[src/rtl/mips_ctrl_pkg.sv]
// Shared encodings for the pipelined MIPS control unit: opcodes, functs,
// ALU codes, memory size codes and the per-stage control bundle.
package mips_ctrl_pkg;

  localparam int CTRL_ALU_W = 5;
  localparam int CTRL_REG_W = 5;

  localparam logic [5:0] OP_RTYPE  = 6'b000000;
  localparam logic [5:0] OP_REGIMM = 6'b000001;
  localparam logic [5:0] OP_J      = 6'b000010;
  localparam logic [5:0] OP_JAL    = 6'b000011;
  localparam logic [5:0] OP_BEQ    = 6'b000100;
  localparam logic [5:0] OP_BNE    = 6'b000101;
  localparam logic [5:0] OP_BLEZ   = 6'b000110;
  localparam logic [5:0] OP_BGTZ   = 6'b000111;
  localparam logic [5:0] OP_ADDI   = 6'b001000;
  localparam logic [5:0] OP_SLTI   = 6'b001010;
  localparam logic [5:0] OP_ANDI   = 6'b001100;
  localparam logic [5:0] OP_ORI    = 6'b001101;
  localparam logic [5:0] OP_XORI   = 6'b001110;
  localparam logic [5:0] OP_LB     = 6'b100000;
  localparam logic [5:0] OP_LH     = 6'b100001;
  localparam logic [5:0] OP_LW     = 6'b100011;
  localparam logic [5:0] OP_SB     = 6'b101000;
  localparam logic [5:0] OP_SH     = 6'b101001;
  localparam logic [5:0] OP_SW     = 6'b101011;

  localparam logic [5:0] F_SLL = 6'b000000;
  localparam logic [5:0] F_SRL = 6'b000010;
  localparam logic [5:0] F_JR  = 6'b001000;
  localparam logic [5:0] F_MUL = 6'b011000;
  localparam logic [5:0] F_ADD = 6'b100000;
  localparam logic [5:0] F_SUB = 6'b100010;
  localparam logic [5:0] F_AND = 6'b100100;
  localparam logic [5:0] F_OR  = 6'b100101;
  localparam logic [5:0] F_XOR = 6'b100110;
  localparam logic [5:0] F_NOR = 6'b100111;
  localparam logic [5:0] F_SLT = 6'b101010;

  // REGIMM branches are selected by the rt field.
  localparam logic [4:0] RT_BLTZ = 5'b00000;
  localparam logic [4:0] RT_BGEZ = 5'b00001;

  localparam logic [CTRL_ALU_W-1:0] ALU_NONE = 5'b00000;
  localparam logic [CTRL_ALU_W-1:0] ALU_ADD  = 5'b00001;
  localparam logic [CTRL_ALU_W-1:0] ALU_SUB  = 5'b00010;
  localparam logic [CTRL_ALU_W-1:0] ALU_MUL  = 5'b00011;
  localparam logic [CTRL_ALU_W-1:0] ALU_SLL  = 5'b00100;
  localparam logic [CTRL_ALU_W-1:0] ALU_SRL  = 5'b00101;
  localparam logic [CTRL_ALU_W-1:0] ALU_AND  = 5'b00110;
  localparam logic [CTRL_ALU_W-1:0] ALU_OR   = 5'b00111;
  localparam logic [CTRL_ALU_W-1:0] ALU_XOR  = 5'b01000;
  localparam logic [CTRL_ALU_W-1:0] ALU_EQ   = 5'b01100;
  localparam logic [CTRL_ALU_W-1:0] ALU_NOR  = 5'b01101;
  localparam logic [CTRL_ALU_W-1:0] ALU_SLT  = 5'b01110;
  localparam logic [CTRL_ALU_W-1:0] ALU_NE   = 5'b01111;
  localparam logic [CTRL_ALU_W-1:0] ALU_GTZ  = 5'b10000;
  localparam logic [CTRL_ALU_W-1:0] ALU_LEZ  = 5'b10001;

  localparam logic [1:0] MEM_NONE = 2'b00;
  localparam logic [1:0] MEM_WORD = 2'b01;
  localparam logic [1:0] MEM_HALF = 2'b10;
  localparam logic [1:0] MEM_BYTE = 2'b11;

  typedef struct packed {
    logic                  alu_src;
    logic                  reg_dst;
    logic                  branch;
    logic                  shift_control;
    logic [CTRL_ALU_W-1:0] alu_control;
    logic [1:0]            mem_read;
    logic [1:0]            mem_write;
    logic                  reg_write;
    logic                  mem_to_reg;
    logic                  jal;
    logic [CTRL_REG_W-1:0] write_reg;
  } ctrl_t;

  localparam ctrl_t BUBBLE = '0;

  function automatic ctrl_t r_type_ctrl(input logic [CTRL_ALU_W-1:0] alu,
                                        input logic                  shift,
                                        input logic [CTRL_REG_W-1:0] rd);
    ctrl_t c;
    c               = BUBBLE;
    c.reg_dst       = 1'b1;
    c.reg_write     = 1'b1;
    c.shift_control = shift;
    c.alu_control   = alu;
    c.write_reg     = rd;
    return c;
  endfunction

endpackage

[src/rtl/pipelined_control_unit_if.sv]
// Bus between the IF/ID register / datapath muxes and the pipelined control unit.
interface pipelined_control_unit_if #(
    parameter int INSTR_W   = 32,
    parameter int ALUCTRL_W = 5,
    parameter int REG_W     = 5,
    parameter int CNT_W     = 16
);
    // No valid/ready pair: Instruction is decoded every cycle, and Stall is the
    // only backpressure -- while Stall=1 the fetch side must hold PC and IF/ID.
    logic [INSTR_W-1:0]   Instruction;
    logic                 BranchTaken;
    logic                 Stall;
    logic                 FlushIFID;
    logic                 ID_Jump;
    logic                 ID_Jr;
    logic                 EX_ALUSrc;
    logic                 EX_RegDst;
    logic                 EX_Branch;
    logic                 EX_ShiftControl;
    logic [ALUCTRL_W-1:0] EX_ALUControl;
    logic [1:0]           MEM_MemRead;
    logic [1:0]           MEM_MemWrite;
    logic                 WB_RegWrite;
    logic                 WB_MemToReg;
    logic                 WB_Jal;
    logic [REG_W-1:0]     EX_WriteReg;
    logic [REG_W-1:0]     MEM_WriteReg;
    logic [REG_W-1:0]     WB_WriteReg;
    logic [CNT_W-1:0]     StallCount;

    modport master (
        output Instruction, BranchTaken,
        input  Stall, FlushIFID, ID_Jump, ID_Jr,
        input  EX_ALUSrc, EX_RegDst, EX_Branch, EX_ShiftControl, EX_ALUControl,
        input  MEM_MemRead, MEM_MemWrite, WB_RegWrite, WB_MemToReg, WB_Jal,
        input  EX_WriteReg, MEM_WriteReg, WB_WriteReg, StallCount
    );

    modport slave (
        input  Instruction, BranchTaken,
        output Stall, FlushIFID, ID_Jump, ID_Jr,
        output EX_ALUSrc, EX_RegDst, EX_Branch, EX_ShiftControl, EX_ALUControl,
        output MEM_MemRead, MEM_MemWrite, WB_RegWrite, WB_MemToReg, WB_Jal,
        output EX_WriteReg, MEM_WriteReg, WB_WriteReg, StallCount
    );
endinterface

[src/rtl/pipelined_control_unit_hazard_detect.sv]
// Combinational stall request: load-use always; any RAW with EX or MEM when
// there is no forwarding unit.
module hazard_detect
    import mips_ctrl_pkg::*;
#(
    parameter int FORWARD_EN = 1,
    parameter int REG_W      = 5
) (
    input  logic [REG_W-1:0] id_rs,
    input  logic [REG_W-1:0] id_rt,
    input  logic             id_rs_used,
    input  logic             id_rt_used,
    input  logic [1:0]       ex_mem_read,
    input  logic             ex_reg_write,
    input  logic [REG_W-1:0] ex_write_reg,
    input  logic             mem_reg_write,
    input  logic [REG_W-1:0] mem_write_reg,
    output logic             hazard
);

    function automatic logic src_match(input logic [REG_W-1:0] wr,
                                       input logic [REG_W-1:0] rs,
                                       input logic [REG_W-1:0] rt,
                                       input logic             rs_used,
                                       input logic             rt_used);
        return (wr != '0) && ((rs_used && (wr == rs)) || (rt_used && (wr == rt)));
    endfunction

    logic load_use;
    logic raw_ex;
    logic raw_mem;

    always_comb begin
        load_use = (ex_mem_read != MEM_NONE) &&
                   src_match(ex_write_reg, id_rs, id_rt, id_rs_used, id_rt_used);
        raw_ex   = ex_reg_write &&
                   src_match(ex_write_reg, id_rs, id_rt, id_rs_used, id_rt_used);
        raw_mem  = mem_reg_write &&
                   src_match(mem_write_reg, id_rs, id_rt, id_rs_used, id_rt_used);
        hazard   = load_use || ((FORWARD_EN == 0) && (raw_ex || raw_mem));
    end

endmodule

[src/rtl/pipelined_control_unit.sv]
// Main decoder for the 5-stage MIPS pipeline: decodes IF/ID, carries control
// through ID/EX, EX/MEM and MEM/WB, and handles stalls and flushes.
module pipelined_control_unit
    import mips_ctrl_pkg::*;
#(
    parameter int INSTR_W    = 32,
    parameter int ALUCTRL_W  = 5,
    parameter int REG_W      = 5,
    parameter int FORWARD_EN = 1,
    parameter int CNT_W      = 16
) (
    input logic                     Clk,
    input logic                     Reset,
    pipelined_control_unit_if.slave bus
);

    logic [5:0]            op;
    logic [5:0]            funct;
    logic [CTRL_REG_W-1:0] rs, rt, rd;
    logic                  unused_shamt;

    assign op           = bus.Instruction[INSTR_W-1 -: 6];
    assign rs           = bus.Instruction[25:21];
    assign rt           = bus.Instruction[20:16];
    assign rd           = bus.Instruction[15:11];
    assign funct        = bus.Instruction[5:0];
    assign unused_shamt = ^bus.Instruction[10:6];

    ctrl_t dec;
    logic  id_jump, id_jr, rs_used, rt_used;

    always_comb begin
        dec     = BUBBLE;
        id_jump = 1'b0;
        id_jr   = 1'b0;
        rs_used = 1'b0;
        rt_used = 1'b0;
        unique case (op)
            OP_RTYPE: begin
                rs_used = 1'b1;
                rt_used = 1'b1;
                unique case (funct)
                    F_SLL: begin dec = r_type_ctrl(ALU_SLL, 1'b1, rd); rs_used = 1'b0; end
                    F_SRL: begin dec = r_type_ctrl(ALU_SRL, 1'b1, rd); rs_used = 1'b0; end
                    F_JR:  id_jr = 1'b1;
                    F_ADD: dec = r_type_ctrl(ALU_ADD, 1'b0, rd);
                    F_SUB: dec = r_type_ctrl(ALU_SUB, 1'b0, rd);
                    F_MUL: dec = r_type_ctrl(ALU_MUL, 1'b0, rd);
                    F_AND: dec = r_type_ctrl(ALU_AND, 1'b0, rd);
                    F_OR:  dec = r_type_ctrl(ALU_OR,  1'b0, rd);
                    F_XOR: dec = r_type_ctrl(ALU_XOR, 1'b0, rd);
                    F_NOR: dec = r_type_ctrl(ALU_NOR, 1'b0, rd);
                    F_SLT: dec = r_type_ctrl(ALU_SLT, 1'b0, rd);
                    default: begin rs_used = 1'b0; rt_used = 1'b0; end
                endcase
            end
            OP_LW, OP_LH, OP_LB: begin
                dec.alu_src     = 1'b1;
                dec.reg_write   = 1'b1;
                dec.mem_to_reg  = 1'b1;
                dec.alu_control = ALU_ADD;
                dec.write_reg   = rt;
                dec.mem_read    = (op == OP_LW) ? MEM_WORD : (op == OP_LH) ? MEM_HALF : MEM_BYTE;
                rs_used         = 1'b1;
            end
            OP_SW, OP_SH, OP_SB: begin
                dec.alu_src     = 1'b1;
                dec.alu_control = ALU_ADD;
                dec.mem_write   = (op == OP_SW) ? MEM_WORD : (op == OP_SH) ? MEM_HALF : MEM_BYTE;
                rs_used         = 1'b1;
                rt_used         = 1'b1;
            end
            OP_ADDI, OP_ANDI, OP_ORI, OP_XORI, OP_SLTI: begin
                dec.alu_src     = 1'b1;
                dec.reg_write   = 1'b1;
                dec.write_reg   = rt;
                dec.alu_control = (op == OP_ADDI) ? ALU_ADD :
                                  (op == OP_ANDI) ? ALU_AND :
                                  (op == OP_ORI)  ? ALU_OR  :
                                  (op == OP_XORI) ? ALU_XOR : ALU_SLT;
                rs_used         = 1'b1;
            end
            OP_BEQ, OP_BNE: begin
                dec.branch      = 1'b1;
                dec.alu_control = (op == OP_BEQ) ? ALU_EQ : ALU_NE;
                rs_used         = 1'b1;
                rt_used         = 1'b1;
            end
            OP_REGIMM: begin
                if (rt == RT_BGEZ || rt == RT_BLTZ) begin
                    dec.branch      = 1'b1;
                    dec.alu_control = (rt == RT_BGEZ) ? ALU_NE : ALU_EQ;
                    rs_used         = 1'b1;
                end
            end
            OP_BGTZ, OP_BLEZ: begin
                dec.branch      = 1'b1;
                dec.alu_control = (op == OP_BGTZ) ? ALU_GTZ : ALU_LEZ;
                rs_used         = 1'b1;
            end
            OP_J: id_jump = 1'b1;
            OP_JAL: begin
                id_jump       = 1'b1;
                dec.reg_write = 1'b1;
                dec.jal       = 1'b1;
                dec.write_reg = 5'd31;
            end
            default: ;
        endcase
    end

    ctrl_t            idex_q, idex_d, exmem_q, exmem_d, memwb_q, memwb_d;
    logic [CNT_W-1:0] stall_count_q, stall_count_d;
    logic             hazard, stall, flush;

    hazard_detect #(.FORWARD_EN(FORWARD_EN), .REG_W(CTRL_REG_W)) u_hazard (
        .id_rs        (rs),
        .id_rt        (rt),
        .id_rs_used   (rs_used),
        .id_rt_used   (rt_used),
        .ex_mem_read  (idex_q.mem_read),
        .ex_reg_write (idex_q.reg_write),
        .ex_write_reg (idex_q.write_reg),
        .mem_reg_write(exmem_q.reg_write),
        .mem_write_reg(exmem_q.write_reg),
        .hazard       (hazard)
    );

    // A taken branch squashes the stalled instruction anyway, so it overrides Stall.
    always_comb begin
        stall         = hazard && !bus.BranchTaken && !Reset;
        flush         = !Reset && (bus.BranchTaken || ((id_jump || id_jr) && !stall));
        idex_d        = (bus.BranchTaken || stall) ? BUBBLE : dec;
        exmem_d       = idex_q;
        memwb_d       = exmem_q;
        stall_count_d = stall_count_q;
        if (stall && (stall_count_q != '1))
            stall_count_d = stall_count_q + CNT_W'(1);
    end

    always_ff @(posedge Clk or posedge Reset) begin
        if (Reset) begin
            idex_q        <= BUBBLE;
            exmem_q       <= BUBBLE;
            memwb_q       <= BUBBLE;
            stall_count_q <= '0;
        end else begin
            idex_q        <= idex_d;
            exmem_q       <= exmem_d;
            memwb_q       <= memwb_d;
            stall_count_q <= stall_count_d;
        end
    end

    // Only the WB-relevant fields of MEM/WB leave the block.
    logic unused_wb;
    assign unused_wb = ^memwb_q;

    assign bus.Stall           = stall;
    assign bus.FlushIFID       = flush;
    assign bus.ID_Jump         = id_jump;
    assign bus.ID_Jr           = id_jr;
    assign bus.EX_ALUSrc       = idex_q.alu_src;
    assign bus.EX_RegDst       = idex_q.reg_dst;
    assign bus.EX_Branch       = idex_q.branch;
    assign bus.EX_ShiftControl = idex_q.shift_control;
    assign bus.EX_ALUControl   = ALUCTRL_W'(idex_q.alu_control);
    assign bus.MEM_MemRead     = exmem_q.mem_read;
    assign bus.MEM_MemWrite    = exmem_q.mem_write;
    assign bus.WB_RegWrite     = memwb_q.reg_write;
    assign bus.WB_MemToReg     = memwb_q.mem_to_reg;
    assign bus.WB_Jal          = memwb_q.jal;
    assign bus.EX_WriteReg     = REG_W'(idex_q.write_reg);
    assign bus.MEM_WriteReg    = REG_W'(exmem_q.write_reg);
    assign bus.WB_WriteReg     = REG_W'(memwb_q.write_reg);
    assign bus.StallCount      = stall_count_q;

endmodule

[src/flat_wrapper.sv]
// flat-port wrapper written by rule: the top's interface ports become plain ports
module pipelined_control_unit_flat import mips_ctrl_pkg::*;
#(
    parameter int INSTR_W    = 32,
    parameter int ALUCTRL_W  = 5,
    parameter int REG_W      = 5,
    parameter int FORWARD_EN = 1,
    parameter int CNT_W      = 16
)
  (Clk, Reset, bus_Instruction, bus_BranchTaken, bus_Stall, bus_FlushIFID, bus_ID_Jump, bus_ID_Jr, bus_EX_ALUSrc, bus_EX_RegDst, bus_EX_Branch, bus_EX_ShiftControl, bus_EX_ALUControl, bus_MEM_MemRead, bus_MEM_MemWrite, bus_WB_RegWrite, bus_WB_MemToReg, bus_WB_Jal, bus_EX_WriteReg, bus_MEM_WriteReg, bus_WB_WriteReg, bus_StallCount);
  pipelined_control_unit_if #(.INSTR_W(INSTR_W), .ALUCTRL_W(ALUCTRL_W), .REG_W(REG_W), .CNT_W(CNT_W)) bus_i ();
  input logic Clk;
  input logic Reset;
  input wire logic [$bits(bus_i.Instruction)-1:0] bus_Instruction;
  input wire logic [$bits(bus_i.BranchTaken)-1:0] bus_BranchTaken;
  output wire logic [$bits(bus_i.Stall)-1:0] bus_Stall;
  output wire logic [$bits(bus_i.FlushIFID)-1:0] bus_FlushIFID;
  output wire logic [$bits(bus_i.ID_Jump)-1:0] bus_ID_Jump;
  output wire logic [$bits(bus_i.ID_Jr)-1:0] bus_ID_Jr;
  output wire logic [$bits(bus_i.EX_ALUSrc)-1:0] bus_EX_ALUSrc;
  output wire logic [$bits(bus_i.EX_RegDst)-1:0] bus_EX_RegDst;
  output wire logic [$bits(bus_i.EX_Branch)-1:0] bus_EX_Branch;
  output wire logic [$bits(bus_i.EX_ShiftControl)-1:0] bus_EX_ShiftControl;
  output wire logic [$bits(bus_i.EX_ALUControl)-1:0] bus_EX_ALUControl;
  output wire logic [$bits(bus_i.MEM_MemRead)-1:0] bus_MEM_MemRead;
  output wire logic [$bits(bus_i.MEM_MemWrite)-1:0] bus_MEM_MemWrite;
  output wire logic [$bits(bus_i.WB_RegWrite)-1:0] bus_WB_RegWrite;
  output wire logic [$bits(bus_i.WB_MemToReg)-1:0] bus_WB_MemToReg;
  output wire logic [$bits(bus_i.WB_Jal)-1:0] bus_WB_Jal;
  output wire logic [$bits(bus_i.EX_WriteReg)-1:0] bus_EX_WriteReg;
  output wire logic [$bits(bus_i.MEM_WriteReg)-1:0] bus_MEM_WriteReg;
  output wire logic [$bits(bus_i.WB_WriteReg)-1:0] bus_WB_WriteReg;
  output wire logic [$bits(bus_i.StallCount)-1:0] bus_StallCount;
  assign bus_i.Instruction = bus_Instruction;
  assign bus_i.BranchTaken = bus_BranchTaken;
  assign bus_Stall = bus_i.Stall;
  assign bus_FlushIFID = bus_i.FlushIFID;
  assign bus_ID_Jump = bus_i.ID_Jump;
  assign bus_ID_Jr = bus_i.ID_Jr;
  assign bus_EX_ALUSrc = bus_i.EX_ALUSrc;
  assign bus_EX_RegDst = bus_i.EX_RegDst;
  assign bus_EX_Branch = bus_i.EX_Branch;
  assign bus_EX_ShiftControl = bus_i.EX_ShiftControl;
  assign bus_EX_ALUControl = bus_i.EX_ALUControl;
  assign bus_MEM_MemRead = bus_i.MEM_MemRead;
  assign bus_MEM_MemWrite = bus_i.MEM_MemWrite;
  assign bus_WB_RegWrite = bus_i.WB_RegWrite;
  assign bus_WB_MemToReg = bus_i.WB_MemToReg;
  assign bus_WB_Jal = bus_i.WB_Jal;
  assign bus_EX_WriteReg = bus_i.EX_WriteReg;
  assign bus_MEM_WriteReg = bus_i.MEM_WriteReg;
  assign bus_WB_WriteReg = bus_i.WB_WriteReg;
  assign bus_StallCount = bus_i.StallCount;
  pipelined_control_unit #(.INSTR_W(INSTR_W), .ALUCTRL_W(ALUCTRL_W), .REG_W(REG_W), .FORWARD_EN(FORWARD_EN), .CNT_W(CNT_W)) u_core (.Clk(Clk), .Reset(Reset), .bus(bus_i));
endmodule
[config.mk]
export PLATFORM = sky130hd
export DESIGN_NAME = pipelined_control_unit_flat
export DESIGN_NICKNAME = d
export VERILOG_FILES = /design/src/rtl/mips_ctrl_pkg.sv /design/src/rtl/pipelined_control_unit_if.sv /design/src/rtl/pipelined_control_unit_hazard_detect.sv /design/src/rtl/pipelined_control_unit.sv /design/src/flat_wrapper.sv
export SDC_FILE = /design/constraint.sdc
export NUM_CORES = 1
export LEC_CHECK = 0
export ABC_CLOCK_PERIOD_IN_PS = 2900
export CORE_ASPECT_RATIO = 0.5
export CORE_MARGIN = 1.5
export CORE_UTILIZATION = 47
export CTS_CLUSTER_DIAMETER = 30
export DETAILED_ROUTE_END_ITERATION = 8
export GPL_TIMING_DRIVEN = 1
export PLACE_DENSITY_LB_ADDON = 0.2
export RECOVER_POWER = 50
export SYNTH_ARGS = -nofsm -noshare
export SYNTH_HDL_FRONTEND = slang
export SYNTH_SLANG_ARGS = --single-unit
[constraint.sdc]
create_clock -name Clk -period 2.9 [get_ports Clk]
set_input_delay 0.58 -clock Clk [delete_from_list [all_inputs] [get_ports Clk]]
set_output_delay 0.58 -clock Clk [all_outputs]
set_load 0.02 [all_outputs]
* Word level (Yosys, flattened, before mapping)
Index checks and enable logic that the tools add are counted.
Operators by class: add/subtract/negate cells 1, shift operators 0, multiply operators 0, bitwise gates (word level) 0, order comparisons 0, mux-type cells 33, eq/ne operators 32, divide/modulo/power cells 0, reductions and logical operators 37
Operator list (number):
- 20-bit one-hot mux with 10 select lines | 1
- 6-bit equality test (second input constant) | 13
- 6-bit by 4-bit equality test with 1-bit output (second input constant) | 6
- 5-bit one-hot mux with 6 select lines | 1
- 6-bit by 3-bit equality test with 1-bit output (second input constant) | 4
- 11-bit OR reduction | 2
- 21-bit 2-to-1 mux | 1
- 5-bit 2-to-1 mux | 4
- 6-bit by 2-bit equality test with 1-bit output (second input constant) | 3
- 9-bit OR reduction | 2
- 16-bit by 1-bit adder with 16-bit output (second input constant) | 1
- 16-bit inequality test (second input constant) | 1
- 5-bit one-hot mux with 3 select lines | 1
- 15-bit OR reduction | 1
- 6-bit zero test | 2
- 1-bit 2-to-1 mux | 11
- 5-bit equality test | 2
- 1-bit one-hot mux with 2 select lines | 5
- 5-bit OR reduction | 2
- 1-bit logical AND | 9
- 2-bit 2-to-1 mux | 4
- 2-bit one-hot mux with 2 select lines | 2
- 8-bit OR reduction | 1
- 6-bit by 1-bit equality test with 1-bit output (second input constant) | 1
- other kinds (13) | 23
Word-level totals: bits in latches 0, bits in registers 57, memories 0, RAM bits 0, ROM bits 0

* Depth between registers and ports, before layout
Gate-level depths: netlist of the first run.
depth after elaboration 14, mapped depth 9

* Cells and area by module
From an unflattened synthesis of the first run, not the netlist that was laid out.
Second synthesis, totals: cells, all modules 278, area total of the unflattened synthesis 2842.7 um^2
By module, submodules not included:
- pipelined_control_unit | area each 2713.9 um^2, times used 1, sequential area each 1426.4 um^2, cells each 261
- hazard_detect | area each 128.9 um^2, times used 1, sequential area each 0.0 um^2, cells each 17

* Least setup slack after synthesis of the first run
OpenSTA, ideal clock, no wires.
kind input port to output port, from input port bus_Instruction[0], to output port bus_FlushIFID, slack -0.034 ns, data arrival time 2.354 ns, required time 2.320 ns, cell stages on the path 6, cells stage by stage or2_1 -> buf_2 -> or4b_4 -> nor2_1 -> nor3_1 -> nor3_1
Between the ends: elaborated cells on any way between the ends 31, classes of those cells 10 x eq/ne; 6 x mux; 15 x reduce/logical
RTL lines:
- start, declared | RTL line flat_wrapper.sv:14 | input wire logic [$bits(bus_i.Instruction)-1:0] bus_Instruction;
- 6-bit by 4-bit equality test with 1-bit output | RTL line pipelined_control_unit.sv:42 | unique case (funct)
- 1-bit 2-to-1 mux | RTL line pipelined_control_unit.sv:42
- 1-bit 2-to-1 mux | RTL line pipelined_control_unit.sv:38 | unique case (op)
- via bus_ID_Jr | RTL line flat_wrapper.sv:19 | output wire logic [$bits(bus_i.ID_Jr)-1:0] bus_ID_Jr;
- 1-bit logical OR | RTL line pipelined_control_unit.sv:132 | flush = !Reset && (bus.BranchTaken || ((id_jump || id_jr) && !stall));
- 1-bit logical AND | RTL line pipelined_control_unit.sv:132
- 1-bit logical OR | RTL line pipelined_control_unit.sv:132
- 1-bit logical AND | RTL line pipelined_control_unit.sv:132
- end, declared | RTL line flat_wrapper.sv:17 | output wire logic [$bits(bus_i.FlushIFID)-1:0] bus_FlushIFID;
The timed path passes the listed nets, and every way through them passes these cells.

* Worst setup path after layout of the first run
from input port bus_Instruction[20], to output port bus_FlushIFID
Between the ends: longest elaborated chain between the ends 14, elaborated cells on any way between the ends 17, classes of those cells 2 x eq/ne; 2 x mux; 13 x reduce/logical
Ends and longest elaborated chain:
- 5-bit by 1-bit equality test with 1-bit output / 5-bit zero test (equally long branches) | RTL line pipelined_control_unit.sv:90 | if (rt == RT_BGEZ || rt == RT_BLTZ) begin
- 1-bit logical OR | RTL line pipelined_control_unit.sv:90
- 1-bit 2-to-1 mux | RTL line pipelined_control_unit.sv:90
- 1-bit one-hot mux with 3 select lines | RTL line pipelined_control_unit.sv:38
- 1-bit logical AND
- 1-bit logical OR (*)
- 1-bit logical AND (*)
- 1-bit logical AND (*) | RTL line pipelined_control_unit_hazard_detect.sv:34 | load_use = (ex_mem_read != MEM_NONE) &&
- 1-bit logical AND (*) (2 in series) | RTL line pipelined_control_unit.sv:131 | stall = hazard && !bus.BranchTaken && !Reset;
- 1-bit zero test (*) | RTL line pipelined_control_unit.sv:132
- 1-bit logical AND (*) | RTL line pipelined_control_unit.sv:132
- 1-bit logical OR (*) | RTL line pipelined_control_unit.sv:132
- 1-bit logical AND (*) | RTL line pipelined_control_unit.sv:132
Every way passes the cells marked *; elsewhere a longest branch is shown, timed or not.

==> results of run 1 <==
repair_timing:
action / in CTS / in global routing
endpoints found under the setup margin: 4 / 9
gates resized for setup: 32 / 15
hold endpoints to repair: 0 / 0
setup buffers: 2 / 1
gates cloned: 0 / 0
pin swaps: 5 / 9
area by class of cell:
type	instances	share of cell area, %
Tap cell	73	2.04
Inverter	9	0.756
Clock buffer	12	5.74
Timing Repair Buffer	146	29.0
Clock inverter	4	1.15
Multi-Input combinational cell	185	29.4
Sequential cell	57	31.9
through the flow:
step | instances | setup TNS (ns) | hold WS, ns
floorplan | 283 | 0 | 0.331
global placement | 467 | -1.90 | 0.333
detailed placement | 467 | -3.41 | 0.337
CTS | 485 | -0.174 | 0.342
global route | 486 | -0.0202 | 0.347
finish | 486 | 0 | 0.341
worst min-delay path by stage:
stage,endpoint,startpoint
2_1_floorplan,u_core.bus.MEM_MemWrite[0]$_DFF_PP0_,u_core.exmem_d[8]$_DFF_PP0_
3_3_place_gp,u_core.bus.WB_RegWrite$_DFF_PP0_,u_core.exmem_q[7]$_DFF_PP0_
3_5_place_dp,u_core.exmem_q[7]$_DFF_PP0_,u_core.exmem_d[7]$_DFF_PP0_
4_1_cts,u_core.bus.MEM_MemWrite[1]$_DFF_PP0_,u_core.exmem_d[9]$_DFF_PP0_
5_1_grt,u_core.exmem_q[6]$_DFF_PP0_,u_core.exmem_d[6]$_DFF_PP0_
6_report,u_core.bus.MEM_MemWrite[1]$_DFF_PP0_,u_core.exmem_d[9]$_DFF_PP0_
synthesized netlist by cell type, types with 2 or more instances:
cell / count / area [sq um]
sky130_fd_sc_hd__or2_1: 2 / 12.5
sky130_fd_sc_hd__clkbuf_1: 2 / 7.51
sky130_fd_sc_hd__nor3_1: 9 / 45.0
sky130_fd_sc_hd__nor3b_1: 2 / 15.0
sky130_fd_sc_hd__and2_1: 2 / 12.5
sky130_fd_sc_hd__dfrtp_1: 57 / 1430
sky130_fd_sc_hd__nand2_1: 9 / 33.8
sky130_fd_sc_hd__o22ai_1: 4 / 25.0
sky130_fd_sc_hd__xnor2_1: 18 / 158
sky130_fd_sc_hd__a22oi_1: 7 / 52.6
sky130_fd_sc_hd__nor4_1: 5 / 31.3
sky130_fd_sc_hd__or3_1: 3 / 18.8
sky130_fd_sc_hd__buf_4: 21 / 158
sky130_fd_sc_hd__nor2_1: 19 / 71.3
sky130_fd_sc_hd__nand4_1: 9 / 56.3
sky130_fd_sc_hd__a21oi_1: 22 / 110
sky130_fd_sc_hd__nand2b_1: 2 / 12.5
sky130_fd_sc_hd__nand3_1: 11 / 55.1
sky130_fd_sc_hd__o21ai_0: 5 / 25.0
sky130_fd_sc_hd__xor2_1: 5 / 43.8
sky130_fd_sc_hd__a211oi_1: 2 / 15.0
sky130_fd_sc_hd__buf_2: 9 / 45.0
sky130_fd_sc_hd__inv_1: 9 / 33.8
sky130_fd_sc_hd__and3_1: 8 / 50.1
sky130_fd_sc_hd__mux2_2: 2 / 22.5
sky130_fd_sc_hd__nor2b_1: 5 / 31.3
sky130_fd_sc_hd__nand3b_1: 5 / 37.5
registers in the layout (all words and copies together) (netlist names):
name and count:
u_core.bus.WB_Jal 1, u_core.bus.MEM_WriteReg 5, u_core.exmem_q 3, u_core.bus.EX_WriteReg 5, u_core.bus.StallCount 16, u_core.bus.MEM_MemWrite 2, u_core.bus.EX_Branch 1, u_core.bus.MEM_MemRead 2
u_core.bus.EX_ShiftControl 1, u_core.bus.EX_ALUSrc 1, u_core.bus.EX_RegDst 1, u_core.exmem_d 7, u_core.bus.WB_MemToReg 1, u_core.bus.EX_ALUControl 5, u_core.bus.WB_WriteReg 5, u_core.bus.WB_RegWrite 1
metal layers:
metal	global-route usage (%)	wire length [microns]
met2	46.3	4090
met5	0	0
met4	7.86	109
met3	7.31	449
met1	31.9	3440
cell families after synthesis:
group | Yosys count
buf+inv | 41
xor+xnor | 23
simple gates | 101
flops | 57
compound gates | 57
fa+ha+maj | 1
mux | 3
power by group through the flow:
stage | logic, mW | clock network [mW] | registers, mW
after global placement | 0.243 | 0 | 0.825
after CTS | 0.253 | 1.07 | 0.813
after floorplan | 0.112 | 0 | 0.831
after global routing | 0.277 | 1.11 | 0.814
after detailed placement | 0.250 | 0 | 0.826
final | 0.257 | 1.06 | 0.813
worst max-delay path, cell delays in order:
cell	delay, ns
sky130_fd_sc_hd__clkdlybuf4s50_1	0.49
sky130_fd_sc_hd__nor4_1	0.07
sky130_fd_sc_hd__buf_4	0.14
sky130_fd_sc_hd__a21oi_2	0.20
sky130_fd_sc_hd__o22ai_4	0.10
sky130_fd_sc_hd__o31ai_4	0.21
sky130_fd_sc_hd__nand2_2	0.12
sky130_fd_sc_hd__nor3_4	0.23
sky130_fd_sc_hd__buf_6	0.14
==> results.txt, run 1 <==
Vias = 2693
Final Core Density = 78.3%
Number of buffers created by CTS = 9
XOR/XNOR Fraction of Synth Area = 6.97%
Depth of the worst register-to-register path = 10
Dominant combinational cell family by area after synthesis = simple AND/OR/NAND/NOR gates
Post-route fraction of the period consumed by the critical path = 98.6%
CP Data Arrival Time = 2.28 ns
Logic gate share of total power = 12.1%
Final worst setup slack = 0.0395 ns
Leading cell type in the layout, fill and taps excluded = sky130_fd_sc_hd__buf_4
Int Power = 1.64 mW
Remaining design rule violation count = 0
Number of antenna violations at the first check in global routing = 0
Power density over the cells = 476 nW/um^2
Endpoint of the worst-slack reg-to-reg timing path = u_core.bus.EX_ALUControl[3]$_DFF_PP0_
Data required time of the critical path = 2.32 ns
Net switching power = 482 uW
Synthesized area per cell = 10.2 sq um
Crit path kind = input pin to output pin
Effective utilization at floorplan = 50.7%
Worst slew slack as a fraction of its limit = 40.1%
Filler instances = 366
Hold Path Depth = 0
Portion of netlist area occupied by mux cells = 1.13%
DP Worst Slack = -0.614 ns
Area of the die = 6660 sq um
Average wire per standard cell = 16.6 microns
Maximum number of pins on one net before global-route repair = 38
Sinks on the clock net = 57
Number of buffers on the longest clock path = 2
Unrepaired setup endpoints after global routing = true
Area of the core = 5710 sq um
Final weighted congestion in routability-driven placement = 0.867
Synth Cell Area = 2890 sq um
Run status = completed
Remaining antenna violation count = 0
Floorplan die width = 114 microns
Sequential cell area fraction in the yosys report = 49.4%
Antenna Cells = 0
Port Buf Inserts = 80
Worst-case clock skew = 0.00930 ns
Fraction of power spent switching nets = 22.7%
Top flip-flop cell by instance count after synthesis = sky130_fd_sc_hd__dfrtp_1
Top-level port count = 86
Via count of the first global-routing pass = 2690
Number of unique standard cell types used by synthesis = 56
Post-route total power = 2.13 mW
Via count normalized by instance count = 5.54
Max cap viols = 0
DP HPWL = 5.72 mm
Seq pwr share = 38.3%
Worst vdd ir = 241 uV
Congestion Overflow GR = 0
Clock transition at the registers of the reported paths = 0.05 ns
Die outline height = 58.5 microns
Clock tree from TritonCTS = yes
Slew at the pin closest to its max-slew limit = 0.898 ns
Syn_nets = 319
Count of nets after finishing = 444
First-pass detailed-route iteration total = 4
Setup slack on the worst flop-to-flop path = 0.32 ns
Worst skew pair latency = 0.32 ns
Number of hold buffers added after cts = 0
Path category of the worst min-delay check = flip-flop to flip-flop
Post-synthesis async set-or-reset flop share = 100%
Min Clock Period, post-route = 2.86 ns
Global-route usage over all layers = 26.2%
Wire length of the first global-routing pass = 13.2 mm
Count of final max-slew check failures = 0
Area taken by multi-input logic gates = 1310 sq um
Fraction of final layout cells with drive strength greater than 1 = 26.2%
Worst Setup EP = bus_FlushIFID
Synthesized-area fraction occupied by ao, oa, aoi and oai cells = 13.5%
Startpoint of the most critical setup path = bus_Instruction[20]
Type of destination of the critical path = output pin
Final std cell area, no fill = 4470 sq um
Kind of start point of the critical path = input pin
Most frequent cells in the layout = sky130_fd_sc_hd__buf_4 (62), sky130_fd_sc_hd__clkdlybuf4s50_1 (60), sky130_fd_sc_hd__dfrtp_1 (57)
Simple logic cell fraction of the synthesized area = 20.1%
Total number of placement rows = 19
Proportion of power drawn by the clock network = 49.6%
Hold violation total from the final report = 0
Reg area = 1430 sq um
Post-place instance area = 4080 sq um
Drt first-iter violations = 196
Launch point of the worst reg-to-reg path = u_core.bus.EX_WriteReg[1]$_DFF_PP0_
Instance count of the mapped netlist = 283
Growth of design area from synthesis to finish = 54.6%
Post-synthesis share of cell area spent on full adders, half adders and majority gates = 0.433%
Synth Register Bits = 57
Clock tree root buffer cell = sky130_fd_sc_hd__clkbuf_16
Highest fanout seen on the critical path = 3
Final setup violation count = 0
Total routed wirelength = 8.09 mm
Number of warnings printed during yosys synthesis = 0
Leak pwr = 2.05 nW
Count of flip-flops with a built-in enable after synthesis = 0
CTS H-Tree Depth = 3
Maximum operating frequency = 350 MHz
Note: power is estimated with default switching activity, not from simulation.
==> inputs of run 2 (changes only) <==
--- a/config.mk
+++ b/config.mk
@@ -12,7 +12,7 @@
 export CTS_CLUSTER_DIAMETER = 30
 export DETAILED_ROUTE_END_ITERATION = 8
 export GPL_TIMING_DRIVEN = 1
-export PLACE_DENSITY_LB_ADDON = 0.2
+export PLACE_DENSITY = 0.87
 export RECOVER_POWER = 50
 export SYNTH_ARGS = -nofsm -noshare
 export SYNTH_HDL_FRONTEND = slang
==> run 2 against run 1 <==
Against the previous run:
- power is 2.0% higher
- wire length grew 19%
- clock skew hardly changed
- combinational power increased by 4%
- first-iteration DRC count up 100%
- sequential power hardly changed
- cell area decreased by 0.53%
- critical path depth down 1
- utilization shrank 0.42 points
- via count is 4.5% higher
- critical endpoint unchanged
- largest power group unchanged
==> results.txt, run 2 (synthesized netlist as in run 1, its figures left out) <==
Top-level port count = 86
Total number of placement rows = 19
Vias = 2814
Number of buffers created by CTS = 9
CP Data Arrival Time = 2.30 ns
Maximum number of pins on one net before global-route repair = 38
Filler instances = 364
Max cap viols = 0
Sinks on the clock net = 57
Fraction of final layout cells with drive strength greater than 1 = 26.0%
Maximum operating frequency = 347 MHz
Via count of the first global-routing pass = 2698
Remaining antenna violation count = 0
Post-route fraction of the period consumed by the critical path = 99.5%
Min Clock Period, post-route = 2.88 ns
Worst skew pair latency = 0.33 ns
Most frequent cells in the layout = sky130_fd_sc_hd__clkdlybuf4s50_1 (60), sky130_fd_sc_hd__dfrtp_1 (57), sky130_fd_sc_hd__buf_4 (54)
Clock transition at the registers of the reported paths = 0.05 ns
Worst slew slack as a fraction of its limit = 39.3%
Crit path kind = input pin to output pin
Congestion Overflow GR = 0
Count of final max-slew check failures = 0
Leak pwr = 1.99 nW
Via count normalized by instance count = 5.85
WHS = 0.355 ns
Worst vdd ir = 310 uV
DP HPWL = 5.89 mm
Number of flip-flops in the largest register = 16
Number of antenna violations at the first check in global routing = 0
Clock tree from TritonCTS = yes
Number of placed instances, taps included = 460
First-pass detailed-route iteration total = 5
Post-route total power = 2.17 mW
Worst-case clock skew = 0.00913 ns
Leading cell type in the layout, fill and taps excluded = sky130_fd_sc_hd__clkdlybuf4s50_1
Area of the die = 6660 sq um
Reg area = 1430 sq um
Die outline height = 58.5 microns
Number of buffers on the longest clock path = 2
Met1 Usage GRT = 34.2%
CTS H-Tree Depth = 3
Global-route usage over all layers = 28.3%
Start point of the worst hold path = u_core.exmem_q[5]$_DFF_PP0_
Path category of the worst min-delay check = flip-flop to flip-flop
Setup slack on the worst flop-to-flop path = 0.28 ns
Highest fanout seen on the critical path = 7
Area taken by multi-input logic gates = 1350 sq um
Number of non-filler instances in the completed layout = 481
Type of destination of the critical path = output pin
Launch point of the worst reg-to-reg path = u_core.bus.EX_WriteReg[4]$_DFF_PP0_
Grt peak-use layer = met2
Kind of start point of the critical path = input pin
Hold violation total from the final report = 0
Data required time of the critical path = 2.32 ns
Met3 global-route usage = 6.28%
Slew at the pin closest to its max-slew limit = 0.911 ns
Drt first-iter violations = 400
Wire length of the first global-routing pass = 14.1 mm
Port Buf Inserts = 80
Effective utilization at floorplan = 50.7%
Number of hold buffers added after cts = 0
Run status = completed
Final weighted congestion in routability-driven placement = 0.889
Average wire per standard cell = 20.0 microns
Final setup violation count = 0
Power density over the cells = 488 nW/um^2
Area of the core = 5710 sq um
Clock tree root buffer cell = sky130_fd_sc_hd__clkbuf_16
Antenna Cells = 0
Growth of design area from synthesis to finish = 53.8%
Remaining design rule violation count = 0
Count of nets after finishing = 439
Final Core Density = 77.9%
Total routed wirelength = 9.63 mm
Floorplan die width = 114 microns
Met2 global-route usage = 51.7%
Startpoint of the most critical setup path = bus_Instruction[29]
## run 2: through the flow
| step | setup TNS [ns] | area [sq um] | setup slack, ns |
|---|---|---|---|
| after CTS | 0 | 4360 | 0.00851 |
| after global routing | -0.130 | 4440 | -0.0598 |
| after global placement | -5.27 | 4020 | -0.595 |
| after detailed placement | -7.54 | 4020 | -0.640 |
| final | 0 | 4440 | 0.0154 |
| after floorplan | 0 | 2900 | 0.124 |
## run 2: path summary, 6_finish.rpt
check | to | cells past startpoint
setup / recovery | bus_FlushIFID | 8
hold / removal | u_core.bus.WB_Jal$_DFF_PP0_ | 0
setup reg to reg | u_core.exmem_d[9]$_DFF_PP0_ | 8
hold reg to reg | u_core.bus.WB_Jal$_DFF_PP0_ | 0
max in group asynchronous | u_core.bus.EX_ALUControl[1]$_DFF_PP0_ | 4
min in group asynchronous | u_core.bus.EX_WriteReg[3]$_DFF_PP0_ | 3
## run 2: per-layer routing
metal / wire, microns / vias to the layer above / share of wire, %
li1: - / 1241 / -
met1: 3660 / 1349 / 38
met2: 4830 / 183 / 50
met3: 766 / 41 / 8.0
met4: 368 / 0 / 3.8
met5: 0 / - / 0
## run 2: final cells by class
cell class,count,share of cell area [%]
clock buffers,12,5.77
clock inverters,4,1.15
inverters,9,0.760
multi-input cells,185,30.3
flip-flops and latches,57,32.1
well taps,73,2.06
repair buffers,141,27.8
## run 2: critical path, cell delays in order
cell	delay [ns]
sky130_fd_sc_hd__dlygate4sd2_1	0.38
sky130_fd_sc_hd__nor3b_1	0.43
sky130_fd_sc_hd__a21oi_1	0.08
sky130_fd_sc_hd__o21bai_1	0.36
sky130_fd_sc_hd__o31ai_4	0.13
sky130_fd_sc_hd__nand2_2	0.12
sky130_fd_sc_hd__nor3_2	0.06
sky130_fd_sc_hd__buf_4	0.16
## run 2: power by group
| part | internal [mW] | switching, mW | total (mW) |
|---|---|---|---|
| Clock | 0.711 | 0.376 | 1.09 |
| Sequential | 0.808 | 0.00644 | 0.814 |
| Combinational | 0.124 | 0.142 | 0.266 |
| Total | 1.64 | 0.525 | 2.17 |
## run 2: timing repair
action / CTS / global route
resized for setup: 29 / 17
setup endpoints to repair: 6 / 4
setup buffers: 2 / 4
pin swaps: 6 / 11
==> inputs of run 3 (changes only) <==
--- a/config.mk
+++ b/config.mk
@@ -12,7 +12,7 @@
 export CTS_CLUSTER_DIAMETER = 30
 export DETAILED_ROUTE_END_ITERATION = 8
 export GPL_TIMING_DRIVEN = 1
-export PLACE_DENSITY = 0.87
+export PLACE_DENSITY = 0.85
 export RECOVER_POWER = 50
 export SYNTH_ARGS = -nofsm -noshare
 export SYNTH_HDL_FRONTEND = slang
==> run 3 against run 2 <==
Against the previous run:
- setup slack got worse by 0.044 ns
- critical endpoint unchanged
- die area is the same
- power grew 0.37%
- non-clock buffer count increased by 9
- count of clock-buffer cells in the layout unchanged
- hold slack worse by 0.010 ns
- clock skew is essentially flat
- the run now ends with setup timing left
==> results.txt, run 3 (synthesized netlist as in run 1, its figures left out) <==
Fraction of power spent switching nets = 24.0%
Power density over the cells = 478 nW/um^2
Sinks on the clock net = 57
Int Power = 1.65 mW
Vias = 2865
Maximum number of pins on one net before global-route repair = 32
Worst slew slack as a fraction of its limit = 51.8%
Number of buffers created by CTS = 9
Fraction of final layout cells with drive strength greater than 1 = 28.5%
Type of destination of the critical path = output pin
Growth of design area from synthesis to finish = 57.5%
Run status = finished, violations left
Filler instances = 311
Path category of the worst min-delay check = flip-flop to flip-flop
Post-route fraction of the period consumed by the critical path = 101%
Worst skew pair latency = 0.33 ns
Clock tree from TritonCTS = yes
DP Worst Slack = -0.654 ns
Average wire per standard cell = 19.4 microns
Via count of the first global-routing pass = 2802
Antenna Cells = 0
CTS H-Tree Depth = 3
Worst-case clock skew = 0.00957 ns
Post-route total power = 2.18 mW
Unrepaired setup endpoints after global routing = true
Count of final max-slew check failures = 0
Area of the core = 5710 sq um
Total routed wirelength = 9.50 mm
Min Clock Period, post-route = 2.93 ns
Final Core Density = 79.8%
DP HPWL = 5.81 mm
Clock tree root buffer cell = sky130_fd_sc_hd__clkbuf_16
Final weighted congestion in routability-driven placement = 0.885
Remaining antenna violation count = 0
Final worst setup slack = -0.0282 ns
Worst vdd ir = 427 uV
Setup slack on the worst flop-to-flop path = 0.08 ns
Area of the die = 6660 sq um
Seq pwr share = 37.4%
Leak pwr = 2.03 nW
Slew at the pin closest to its max-slew limit = 0.722 ns
Logic gate share of total power = 12.9%
Endpoint of the worst-slack reg-to-reg timing path = u_core.bus.EX_ALUControl[0]$_DFF_PP0_
Maximum operating frequency = 342 MHz
Effective utilization at floorplan = 50.7%
Startpoint of the most critical setup path = bus_Instruction[30]
Net switching power = 523 uW
Count of nets after finishing = 448
Proportion of power drawn by the clock network = 49.7%
Worst Setup EP = bus_FlushIFID
Max cap viols = 0
Violations in the final reports = setup timing
Launch point of the worst reg-to-reg path = u_core.bus.EX_WriteReg[1]$_DFF_PP0_
CP Data Arrival Time = 2.35 ns
Top-level port count = 86
Kind of start point of the critical path = input pin
Global-route usage over all layers = 27.8%
Most frequent cells in the layout = sky130_fd_sc_hd__clkdlybuf4s50_1 (65), sky130_fd_sc_hd__buf_4 (65), sky130_fd_sc_hd__dfrtp_1 (57)
Highest fanout seen on the critical path = 5
Depth of the worst register-to-register path = 11
Floorplan die width = 114 microns
Wire length of the first global-routing pass = 13.9 mm
Start point of the worst hold path = u_core.exmem_d[9]$_DFF_PP0_
Number of antenna violations at the first check in global routing = 0
Congestion Overflow GR = 0
Crit path kind = input pin to output pin
Remaining design rule violation count = 0
Drt first-iter violations = 343
Final setup violation count = 2
Hold violation total from the final report = 0
Total number of placement rows = 19
Clock transition at the registers of the reported paths = 0.05 ns
First-pass detailed-route iteration total = 6
Data required time of the critical path = 2.32 ns
Die outline height = 58.5 microns
Port Buf Inserts = 80
Via count normalized by instance count = 5.85
Setup TNS Final = -0.0337 ns
Number of flip-flops in the largest register = 16
Number of buffers on the longest clock path = 2
run 3: cell count changes in the layout (fill, tap and decap cells not counted), moves of 2 or more:
cell,delta
sky130_fd_sc_hd__xnor2_1,+2
sky130_fd_sc_hd__buf_6,+3
sky130_fd_sc_hd__clkbuf_1,-3
sky130_fd_sc_hd__clkbuf_2,-2
sky130_fd_sc_hd__clkdlybuf4s50_1,+5
sky130_fd_sc_hd__dlygate4sd3_1,-5
sky130_fd_sc_hd__a21oi_2,-2
sky130_fd_sc_hd__xnor2_2,-2
sky130_fd_sc_hd__nor3_1,-2
sky130_fd_sc_hd__buf_4,+11
run 3: worst min path at each step:
stage,cells past startpoint,slack (ns),endpoint
finish,0,0.34,u_core.bus.MEM_MemWrite[1]$_DFF_PP0_
global route,0,0.35,u_core.bus.MEM_MemWrite[1]$_DFF_PP0_
CTS,0,0.35,u_core.bus.MEM_MemWrite[1]$_DFF_PP0_
detailed placement,0,0.33,u_core.bus.MEM_MemWrite[1]$_DFF_PP0_
global placement,0,0.34,u_core.exmem_q[5]$_DFF_PP0_
floorplan,0,0.33,u_core.bus.MEM_MemWrite[0]$_DFF_PP0_
run 3: cell type report:
| type | count | area (sq um) | area share [%] |
|---|---|---|---|
| flip-flops and latches | 57 | 1430 | 31.3 |
| well taps | 73 | 91.3 | 2.01 |
| inverters | 9 | 33.8 | 0.742 |
| clock buffers | 12 | 256 | 5.63 |
| clock inverters | 4 | 51.3 | 1.13 |
| repair buffers | 150 | 1350 | 29.6 |
| multi-input cells | 185 | 1350 | 29.5 |
run 3: metal layers:
metal  vias up  GRT usage [%]  share of wire, %
li1       1262              -                 -
met1      1352           33.0                38
met2       205           47.7                49
met3        46           6.59               8.8
met4         0           16.1               4.2
met5         -              0                 0
run 3: per-stage QoR:
step | hold WS, ns | instance area (sq um) | cells
after floorplan | 0.331 | 2900 | 283
after global placement | 0.335 | 4080 | 468
after detailed placement | 0.335 | 4080 | 468
after CTS | 0.346 | 4490 | 489
after global routing | 0.350 | 4550 | 490
final | 0.345 | 4550 | 490
run 3: critical path: stages:
cell and delay, ns:
sky130_fd_sc_hd__clkdlybuf4s50_1 0.63, sky130_fd_sc_hd__nor2_2 0.10, sky130_fd_sc_hd__nand4b_1 0.21, sky130_fd_sc_hd__o22ai_4 0.13, sky130_fd_sc_hd__o31ai_4 0.21, sky130_fd_sc_hd__nand2_2 0.14
sky130_fd_sc_hd__nor3_4 0.21, sky130_fd_sc_hd__buf_6 0.14
run 3: power groups by stage:
stage | Combinational [mW] | Clock [mW] | Sequential (mW)
floorplan | 0.112 | 0 | 0.831
global placement | 0.244 | 0 | 0.825
detailed placement | 0.252 | 0 | 0.826
CTS | 0.261 | 1.08 | 0.813
global route | 0.295 | 1.12 | 0.814
finish | 0.280 | 1.08 | 0.814
run 3: timing repair:
action	CTS	global route
cloned	0	0
endpoints found under the setup margin	4	3
setup buffers	5	2
hold buffers	0	0
gates resized for setup	40	14
pin swaps	10	8
